$ cat src/rtl/cpu_mem_loader.sv
// Host-side loader: streams program/data images into the CPU's external memory
// ports, dumps memory back over an output stream, and gates the CPU enable.
module cpu_mem_loader #(
    parameter int unsigned DATA_W = 64,
    parameter int unsigned IMEM_W = 32,
    parameter int unsigned CNT_W  = 29
) (
    input  logic              clk,
    input  logic              arst_n,
    input  logic              in_valid,
    output logic              in_ready,
    input  logic [DATA_W-1:0] in_data,
    output logic              out_valid,
    input  logic              out_ready,
    output logic [DATA_W-1:0] out_data,
    output logic              cpu_enable,
    output logic              busy,
    output logic              cmd_err,
    output logic [63:0]       addr_ext,
    output logic              wen_ext,
    output logic              ren_ext,
    output logic [IMEM_W-1:0] wdata_ext,
    input  logic [IMEM_W-1:0] rdata_ext,
    output logic [63:0]       addr_ext_2,
    output logic              wen_ext_2,
    output logic              ren_ext_2,
    output logic [DATA_W-1:0] wdata_ext_2,
    input  logic [DATA_W-1:0] rdata_ext_2
);

    typedef enum logic [2:0] {
        S_IDLE,
        S_LOAD,
        S_RD_REQ,
        S_RD_WAIT,
        S_RD_OUT
    } state_t;

    typedef enum logic [2:0] {
        OP_LOAD_I = 3'b000,
        OP_LOAD_D = 3'b001,
        OP_DUMP_I = 3'b010,
        OP_DUMP_D = 3'b011,
        OP_START  = 3'b100,
        OP_STOP   = 3'b101
    } op_t;

    state_t              r_state;
    state_t              w_state_nxt;

    logic [CNT_W-1:0]    r_cnt;
    logic [63:0]         r_addr;
    logic                r_is_d;
    logic                r_in_ready;
    logic                r_cpu_en;
    logic                r_cmd_err;
    logic [DATA_W-1:0]   r_out_data;

    logic [63:0]         r_addr_i;
    logic                r_wen_i;
    logic                r_ren_i;
    logic [IMEM_W-1:0]   r_wdata_i;
    logic [63:0]         r_addr_d;
    logic                r_wen_d;
    logic                r_ren_d;
    logic [DATA_W-1:0]   r_wdata_d;

    logic [2:0]          w_op;
    logic [CNT_W-1:0]    w_hdr_cnt;
    logic [63:0]         w_hdr_base;
    logic                w_hdr_cnt_nz;
    logic                w_hs_in;
    logic                w_hs_out;
    logic                w_last;
    logic [63:0]         w_stride;
    logic [63:0]         w_addr_adv;

    logic                w_hdr_load;
    logic                w_hdr_dump;
    logic                w_rd_issue;
    logic                w_rd_is_d;
    logic [63:0]         w_rd_addr;
    logic                w_wr_issue;

    assign w_op         = in_data[63:61];
    assign w_hdr_cnt    = in_data[60:32];
    assign w_hdr_base   = {32'b0, in_data[31:0]};
    assign w_hdr_cnt_nz = (w_hdr_cnt != '0);
    assign w_hs_in      = in_valid & r_in_ready;
    assign w_hs_out     = (r_state == S_RD_OUT) & out_ready;
    assign w_last       = (r_cnt == CNT_W'(1));
    assign w_stride     = r_is_d ? 64'd8 : 64'd4;
    assign w_addr_adv   = r_addr + w_stride;

    always_ff @(posedge clk or negedge arst_n) begin
        if (!arst_n) begin
            r_state <= S_IDLE;
        end else begin
            r_state <= w_state_nxt;
        end
    end

    always_comb begin
        w_state_nxt = r_state;
        w_hdr_load  = 1'b0;
        w_hdr_dump  = 1'b0;
        w_rd_issue  = 1'b0;
        w_rd_is_d   = r_is_d;
        w_rd_addr   = w_addr_adv;
        w_wr_issue  = 1'b0;
        case (r_state)
            S_IDLE: begin
                if (w_hs_in) begin
                    case (w_op)
                        OP_LOAD_I, OP_LOAD_D: begin
                            w_hdr_load = 1'b1;
                            if (w_hdr_cnt_nz) w_state_nxt = S_LOAD;
                        end
                        OP_DUMP_I, OP_DUMP_D: begin
                            w_hdr_dump = 1'b1;
                            if (w_hdr_cnt_nz) begin
                                w_state_nxt = S_RD_REQ;
                                w_rd_issue  = 1'b1;
                                w_rd_is_d   = w_op[0];
                                w_rd_addr   = w_hdr_base;
                            end
                        end
                        default: ;
                    endcase
                end
            end
            S_LOAD: begin
                if (w_hs_in) begin
                    w_wr_issue = 1'b1;
                    if (w_last) w_state_nxt = S_IDLE;
                end
            end
            S_RD_REQ:  w_state_nxt = S_RD_WAIT;
            S_RD_WAIT: w_state_nxt = S_RD_OUT;
            S_RD_OUT: begin
                if (w_hs_out) begin
                    if (w_last) begin
                        w_state_nxt = S_IDLE;
                    end else begin
                        w_state_nxt = S_RD_REQ;
                        w_rd_issue  = 1'b1;
                    end
                end
            end
            default: w_state_nxt = S_IDLE;
        endcase
    end

    // Read strobes are registered on entry to RD_REQ so ren and addr are
    // presented exactly during the RD_REQ cycle; rdata then lands in RD_WAIT.
    always_ff @(posedge clk or negedge arst_n) begin
        if (!arst_n) begin
            r_cnt      <= '0;
            r_addr     <= '0;
            r_is_d     <= 1'b0;
            r_in_ready <= 1'b0;
            r_cpu_en   <= 1'b0;
            r_cmd_err  <= 1'b0;
            r_out_data <= '0;
            r_addr_i   <= '0;
            r_wen_i    <= 1'b0;
            r_ren_i    <= 1'b0;
            r_wdata_i  <= '0;
            r_addr_d   <= '0;
            r_wen_d    <= 1'b0;
            r_ren_d    <= 1'b0;
            r_wdata_d  <= '0;
        end else begin
            r_wen_i    <= 1'b0;
            r_ren_i    <= 1'b0;
            r_wen_d    <= 1'b0;
            r_ren_d    <= 1'b0;
            r_in_ready <= (w_state_nxt == S_IDLE) || (w_state_nxt == S_LOAD);

            if (r_state == S_IDLE && w_hs_in) begin
                case (w_op)
                    OP_LOAD_I, OP_LOAD_D, OP_DUMP_I, OP_DUMP_D: begin
                        r_cpu_en <= 1'b0;
                        r_cnt    <= w_hdr_cnt;
                        r_addr   <= w_hdr_base;
                        r_is_d   <= w_op[0];
                    end
                    OP_START: r_cpu_en  <= 1'b1;
                    OP_STOP:  r_cpu_en  <= 1'b0;
                    default:  r_cmd_err <= 1'b1;
                endcase
            end

            if (w_wr_issue) begin
                r_cnt  <= r_cnt - CNT_W'(1);
                r_addr <= w_addr_adv;
                if (r_is_d) begin
                    r_wen_d   <= 1'b1;
                    r_addr_d  <= r_addr;
                    r_wdata_d <= in_data;
                end else begin
                    r_wen_i   <= 1'b1;
                    r_addr_i  <= r_addr;
                    r_wdata_i <= in_data[IMEM_W-1:0];
                end
            end

            if (r_state == S_RD_WAIT) begin
                r_out_data <= r_is_d ? rdata_ext_2 : {{(DATA_W-IMEM_W){1'b0}}, rdata_ext};
            end

            if (w_hs_out) begin
                r_cnt  <= r_cnt - CNT_W'(1);
                r_addr <= w_addr_adv;
            end

            if (w_rd_issue) begin
                if (w_rd_is_d) begin
                    r_ren_d  <= 1'b1;
                    r_addr_d <= w_rd_addr;
                end else begin
                    r_ren_i  <= 1'b1;
                    r_addr_i <= w_rd_addr;
                end
            end
        end
    end

    assign in_ready    = r_in_ready;
    assign out_valid   = (r_state == S_RD_OUT);
    assign out_data    = r_out_data;
    assign cpu_enable  = r_cpu_en;
    assign busy        = (r_state != S_IDLE);
    assign cmd_err     = r_cmd_err;
    assign addr_ext    = r_addr_i;
    assign wen_ext     = r_wen_i;
    assign ren_ext     = r_ren_i;
    assign wdata_ext   = r_wdata_i;
    assign addr_ext_2  = r_addr_d;
    assign wen_ext_2   = r_wen_d;
    assign ren_ext_2   = r_ren_d;
    assign wdata_ext_2 = r_wdata_d;

endmodule

$ cat config.mk
export PLATFORM = sky130hd
export DESIGN_NAME = cpu_mem_loader
export DESIGN_NICKNAME = d
export VERILOG_FILES = /design/src/rtl/cpu_mem_loader.sv
export SDC_FILE = /design/constraint.sdc
export NUM_CORES = 1
export LEC_CHECK = 0
export CAP_MARGIN = 40
export CORE_ASPECT_RATIO = 0.5
export CORE_MARGIN = 8
export CORE_UTILIZATION = 51
export CTS_BUF_LIST = sky130_fd_sc_hd__clkbuf_16
export DETAILED_ROUTE_END_ITERATION = 10
export PLACE_DENSITY = 0.87
export SLEW_MARGIN = 20
export SYNTH_ARGS = -nofsm -noshare
export SYNTH_HDL_FRONTEND = slang
export SYNTH_SLANG_ARGS = --single-unit
export TNS_END_PERCENT = 30
$ cat constraint.sdc
create_clock -name clk -period 4.2 [get_ports clk]
set_input_delay 0.63 -clock clk [delete_from_list [all_inputs] [get_ports clk]]
set_output_delay 0.63 -clock clk [all_outputs]
set_load 0.02 [all_outputs]
==> reports/metrics.cfg, run 1 <==
[run_status]
result_of_the_run = finished, final reports clean

[sta]
finalSetupViolations = 0
period_minus_slack_ns = 3.712
worst_slew_pin_slew_ns = 0.8806
maxClockFrequency_mhz = 269.4
skew_ns = 0.01077
final.setup.tns_ns = 0
slew_violations = 0
setup_repair_after_global_routing_missed_its_margin = false
hold_viol = 0
post-route-period-util = 0.8839
max-slew-margin-rel = 0.4121

[clock_tree]
clock_tree.root_cell = sky130_fd_sc_hd__clkbuf_16
clkSlewWorstSetupHoldPaths_ns = 0.06
cts-resized-gates = 0
tritoncts = built
h-tree-depth = 2
cts_max_path_buffers = 3
post-cts-setup-buffers = 0
cts_made_buffers = 38
clkLatencyLatePin_ns = 0.54
tritoncts_num_sinks = 392
cts_hold_buffers = 0

[layout]
fillCellCount = 2930
finalNonFillerCells = 3147
non_filler_cell_area_final_sq_um = 25920
finalNetCount = 2759
layout-drive-gt1-share = 0.05887
area_growth_syn_to_layout_pct = 31.15

[min_path]
worst_hold_path_type = in2async

[worst_setup_path]
worst_path_max_delay_cell = sky130_fd_sc_hd__or3_4
setup.worst_path.start = r_is_d
critical_path_peak_fanout = 13
worst_setup_path_class = reg2reg
timing.rr.start = r_is_d
data_arrival_time_at_the_worst_slack_endpoint_ns = 4.14
critical_path_buf_inv_count = 2
cp_capture_type = flop
critical-path-max-stage-delay_ns = 0.56
worstSetupStartpointType = flop
critPathRequiredTime_ns = 4.63
worstPathCellList = inv_1 > ha_1 > inv_1 > fa_1 > nand4b_4 > or3_4 > nor4_4 > nand4_2 > a21o_1 > a221o_1
crit_path_frequent_cell = sky130_fd_sc_hd__inv_1
crit_path_max_delay_family = simple AND/OR/NAND/NOR gates

[logic_synthesis]
synth-warning-count = 0
synth_enable_flop_cells = 0
number_of_register_bits_inferred_by_synthesis = 392
synth_fp_nets = 2407
synth_cell_type_count = 87
synth_ff_type = sky130_fd_sc_hd__dfrtp_1
yosysSeqAreaShare = 0.4964
syn_area_per_cell_sq_um = 8.830
syn_area_sq_um = 19760
synthCells = 2238
synthArstFlopShare = 1.000

[global_routing]
use_met2 = 0.4821
grtUsageMet3 = 0.05220
grt_util_all_layers = 0.2928
first_global_vias = 18850
grt_busiest_layer = met2
globalRouteMet1Util = 0.3695
antenna_found_initial = 1
grt.overflow.total = 0
largest_net_degree_at_the_start_of_global_routing = 97
grt_pass1_wl_mm = 107.8

[power_and_ir_drop]
power.density_nw_per_um2 = 687.1
total_net_switching_power_uw = 7391
combPwrFrac = 0.460
cell_internal_pwr_uw = 10420
share_clk_of_total_power = 0.190
p_leak_uw = 0.01145
max-vdd-ir-drop_mv = 0.3923
sw_frac_of_total = 0.4151
sequentialPowerShare = 0.349

[route]
detailedRoute.firstIterationViolations = 2254
drc = 0
routed-via-count = 19390
wl_mm = 69.55
drt-vias-per-instance = 6.160
drt-pass1-iter-count = 8
drtAntennaViolNets = 0
wl_per_cell_um = 22.10

[placement]
place.detailed.instances = 3080
detailed_place_hpwl_mm = 48.20
gp_congestion = 0.9273
placedInstanceArea_sq_um = 24730
port-buffer-count = 460

[floorplanning]
die_w_um = 294.4
rows = 51
floorplan.core_area_sq_um = 38540
ports = 461
floorplan.die.height_um = 155.2
floorplan.initialDensity = 0.5127
die_area_sq_um = 45680

[flow_run]
cap_viol_max_count = 0

[state kept, by name (all words and copies together) (netlist names)]
register and flops:
cmd_err 1, r_state 3, cpu_enable 1, wdata_ext 32
in_ready 1, wen_ext_2 1, out_data 64, addr_ext 64
r_cnt 29, r_addr 64, wdata_ext_2 64, ren_ext 1
ren_ext_2 1, addr_ext_2 64, r_is_d 1, wen_ext 1
[power groups by stage]
stage	combinational, uW	sequential (uW)	clock [uW]
final	8190	6220	3390
after global routing	8760	6370	3600
after global placement	7850	6160	0
after detailed placement	8150	6230	0
after floorplan	3460	7140	0
after CTS	8200	6180	3430
[cell usage after synthesis, drive strengths merged, types with 3 or more instances]
cell / number / area share
nand2: 671 / 0.13
dfrtp: 392 / 0.50
o21ai: 202 / 0.051
clkbuf: 112 / 0.021
a21oi: 102 / 0.028
buf: 78 / 0.021
and3: 66 / 0.021
nor2: 55 / 0.012
nand3: 53 / 0.014
mux2i: 52 / 0.026
o311ai: 47 / 0.021
nor3: 43 / 0.013
nor4: 36 / 0.016
nand4: 31 / 0.011
a221o: 30 / 0.015
a31oi: 30 / 0.011
o31ai: 29 / 0.011
inv: 23 / 0.0044
xnor2: 22 / 0.0098
and4: 14 / 0.0062
a21o: 13 / 0.0049
o211ai: 13 / 0.0052
or4: 12 / 0.0051
a22o: 10 / 0.0044
a22oi: 8 / 0.0030
nand2b: 7 / 0.0022
or3: 7 / 0.0025
xor2: 7 / 0.0031
and2: 6 / 0.0019
a211oi: 4 / 0.0015
a221oi: 4 / 0.0024
ha: 4 / 0.0025
nand3b: 4 / 0.0015
nor3b: 4 / 0.0015
o221ai: 4 / 0.0018
or3b: 4 / 0.0018
o32ai: 3 / 0.0013
[routing by layer]
metal,part of all wire,vias up
li1,-,8585
met1,0.38,9365
met2,0.48,1186
met3,0.084,251
met4,0.056,0
met5,0,-
[final cells by class]
cell class | count | area, sq um | area share
clock buffer | 41 | 1026 | 0.03959
timing repair buffer | 502 | 5067 | 0.1955
multi-input combinational | 1632 | 9097 | 0.3510
tap | 530 | 663.1 | 0.02559
clock inverter | 25 | 155.1 | 0.005986
inverter | 24 | 92.59 | 0.003572
antenna | 1 | 2.502 | 0.00009655
sequential | 392 | 9813 | 0.3786
[cell usage in the layout, fill, tap and decap left out, drive strengths merged, types with 6 or more instances in the layout]
cell,count
nand2,671
clkdlybuf4s50,459
dfrtp,392
o21ai,202
a21oi,102
and3,66
nor2,55
nand3,53
mux2i,52
o311ai,47
nor3,43
buf,43
clkbuf,41
nor4,36
inv,34
nand4,31
a221o,30
a31oi,30
o31ai,29
xnor2,22
and4,14
a21o,13
o211ai,13
clkinv,13
or4,12
a22o,10
a22oi,8
nand2b,7
xor2,7
or3,7
and2,6
[logic make-up (layout without fill, tap and decap cells)]
kind of cell	count (synthesis)	after routing	share of synthesized area
xor+xnor	29	29	0.01285
simple gates	1024	1024	0.2417
buf+inv	214	592	0.04692
other cells	0	1	0
fa+ha+maj	5	5	0.003546
flops	392	392	0.4964
mux	54	54	0.02748
compound gates	520	520	0.1711
[through the flow]
stage	hold slack (ns)	setup WS (ns)	utilization	power [uW]
after floorplan	0.3344	1.173	-	10600
after global placement	0.4571	0.6424	0.6387	14000
after detailed placement	0.4608	0.5233	0.6417	14380
after CTS	0.09276	0.5035	0.6724	17810
after global routing	0.1127	0.2709	0.6724	18720
final	0.05443	0.4875	0.6724	17810
[worst paths after layout]
path	cells past startpoint	slack, ns	end
max reg2reg	10	0.49	addr_ext[42]
max in group asynchronous	2	3.07	addr_ext_2[5]
min reg2reg	2	0.47	wdata_ext_2[22]
min in group clk	2	0.47	wdata_ext_2[22]
max	10	0.49	addr_ext[42]
min	1	0.05	wdata_ext[16]
Note: power is estimated with default switching activity, not from simulation.
==> run 2: changes to the inputs <==
Settings changed: GPL_ROUTABILITY_DRIVEN set to 0.
==> run 2 against run 1 <==
Effect of this change: clock power up 8.0%; hold slack improved by 0.077 ns; combinational power is essentially flat; clock skew up 0.017 ns; count of clock-buffer cells in the layout unchanged; non-clock buffer count is 1 higher; die area did not move; maximum frequency is 0.14% higher; global-route usage about the same; worst setup slack better by 0.0053 ns.
==> reports/metrics.cfg, run 2 (synthesis gave the netlist of run 1 again) <==
[placement]
port-buffer-count = 460
detailed_place_hpwl_mm = 47.74
placedInstanceArea_sq_um = 24730

[layout]
highest_count_cells_in_the_layout_ignoring_fill_and_taps = sky130_fd_sc_hd__nand2_1 (667), sky130_fd_sc_hd__clkdlybuf4s50_1 (459), sky130_fd_sc_hd__dfrtp_1 (391), sky130_fd_sc_hd__o21ai_0 (173), sky130_fd_sc_hd__a21oi_1 (91)
area_growth_syn_to_layout_pct = 31.81
finalNetCount = 2760
final_core_util = 0.6758
non_filler_cell_area_final_sq_um = 26050
layout-drive-gt1-share = 0.06262
final_common_cell = sky130_fd_sc_hd__nand2_1
fillCellCount = 2872

[worst_setup_path]
worstSetupStartpointType = flop
data_arrival_time_at_the_worst_slack_endpoint_ns = 4.16
r2r_slack_ns = 0.49
setup.worst_path.start = r_is_d
critical_path_peak_fanout = 13
critPathCapture = addr_ext[44]
worst_setup_path_class = reg2reg
critical_path.reg2reg.endpoint = addr_ext[44]
cp_capture_type = flop
critPathRequiredTime_ns = 4.65
r2r_cell_count = 10
timing.rr.start = r_is_d

[global_routing]
antenna_found_initial = 4
grt.overflow.total = 0
grt_pass1_wl_mm = 108.1
first_global_vias = 18790
grt_util_all_layers = 0.2932
largest_net_degree_at_the_start_of_global_routing = 111

[power_and_ir_drop]
sequentialPowerShare = 0.344
share_clk_of_total_power = 0.202
total_net_switching_power_uw = 7456
power_uw = 18080
p_leak_uw = 0.01149
sw_frac_of_total = 0.4124
combPwrFrac = 0.454
max-vdd-ir-drop_mv = 0.3509
cell_internal_pwr_uw = 10620
power.density_nw_per_um2 = 694.1

[floorplanning]
ports = 461
floorplan.initialDensity = 0.5127
rows = 51
floorplan.die.height_um = 155.2
die_w_um = 294.4
die_area_sq_um = 45680
floorplan.core_area_sq_um = 38540

[clock_tree]
clkSlewWorstSetupHoldPaths_ns = 0.07
h-tree-depth = 2
clock_tree.root_cell = sky130_fd_sc_hd__clkbuf_16
clkLatencyLatePin_ns = 0.56
cts_made_buffers = 38
post-cts-setup-buffers = 0
cts_hold_buffers = 0
cts-resized-gates = 0
tritoncts_num_sinks = 392
tritoncts = built
cts_max_path_buffers = 3

[sta]
setup_repair_after_global_routing_missed_its_margin = false
finalSetupViolations = 0
post-route-period-util = 0.8826
worst_slew_pin_slew_ns = 0.8875
fin_hold_ws_ns = 0.1313
period_minus_slack_ns = 3.707
hold_viol = 0
slew_violations = 0
final.setup.tns_ns = 0
maxClockFrequency_mhz = 269.8
skew_ns = 0.02764
max-slew-margin-rel = 0.4034

[route]
drt-vias-per-instance = 6.155
routed-via-count = 19410
drt-pass1-iter-count = 6
detailedRoute.firstIterationViolations = 2328
wl_per_cell_um = 22.06
wl_mm = 69.56
drtAntennaViolNets = 0
drc = 0

[run_status]
result_of_the_run = finished, final reports clean

[flow_run]
cap_viol_max_count = 0

[min_path]
worst_hold_path_type = in2async

-- run 2: cell count changes in the layout (fill, tap and decap cells not counted), moves of 2 or more --
cell                        delta
sky130_fd_sc_hd__clkinv_2      +2
sky130_fd_sc_hd__buf_12        +4
sky130_fd_sc_hd__clkinv_4      +2
sky130_fd_sc_hd__buf_16        -2
sky130_fd_sc_hd__diode_2       +4
sky130_fd_sc_hd__inv_1         -6
sky130_fd_sc_hd__bufinv_16     +3
sky130_fd_sc_hd__buf_4         -2
-- run 2: power groups by stage --
stage	Clock, uW	Combinational (uW)	Sequential (uW)
after floorplan	0	3460	7140
after CTS	3670	8190	6170
after global placement	0	7830	6160
final	3660	8210	6210
after detailed placement	0	8140	6220
after global routing	3830	8800	6360
-- run 2: how the worst min path moves through the flow --
| stage | start | endpoint |
|---|---|---|
| final | arst_n | wdata_ext[12] |
| after global routing | arst_n | wdata_ext[12] |
| after CTS | arst_n | wdata_ext[14] |
| after detailed placement | wdata_ext_2[33] | wdata_ext_2[33] |
| after global placement | cmd_err | cmd_err |
| after floorplan | arst_n | addr_ext[0] |
-- run 2: per-layer routing --
| metal | part of all wire | global-route usage | vias up |
|---|---|---|---|
| met2 | 0.48 | 0.4828 | 1109 |
| met3 | 0.088 | 0.06074 | 228 |
| met4 | 0.053 | 0.1453 | 2 |
| met5 | 0.00019 | 0 | - |
| met1 | 0.38 | 0.3677 | 9466 |
| li1 | - | - | 8607 |
-- run 2: worst max-delay path, cell delays in order (launching register included) --
cell and delay [ns]:
sky130_fd_sc_hd__dfrtp_4 0.49, sky130_fd_sc_hd__inv_1 0.19, sky130_fd_sc_hd__ha_1 0.23, sky130_fd_sc_hd__inv_1 0.06
sky130_fd_sc_hd__fa_1 0.48, sky130_fd_sc_hd__nand4b_4 0.27, sky130_fd_sc_hd__or3_4 0.55, sky130_fd_sc_hd__nor4_4 0.55
sky130_fd_sc_hd__nand4_2 0.24, sky130_fd_sc_hd__a21o_1 0.23, sky130_fd_sc_hd__a221o_1 0.28
-- run 2: layout make-up --
class,instances,area (sq um),share of cell area
Sequential cell,392,9813,0.3767
Timing Repair Buffer,503,5089,0.1954
Tap cell,530,663.1,0.02546
Clock inverter,27,262.8,0.01009
Antenna cell,5,12.51,0.0004804
Multi-Input combinational cell,1632,9089,0.3489
Inverter,24,92.59,0.003555
Clock buffer,41,1026,0.03939
-- run 2: metrics by stage --
step	cells	setup slack (ns)
floorplan	2238	1.173
CTS	3148	0.5603
global placement	3075	0.6665
finish	3154	0.4929
detailed placement	3080	0.5834
global route	3153	0.3679
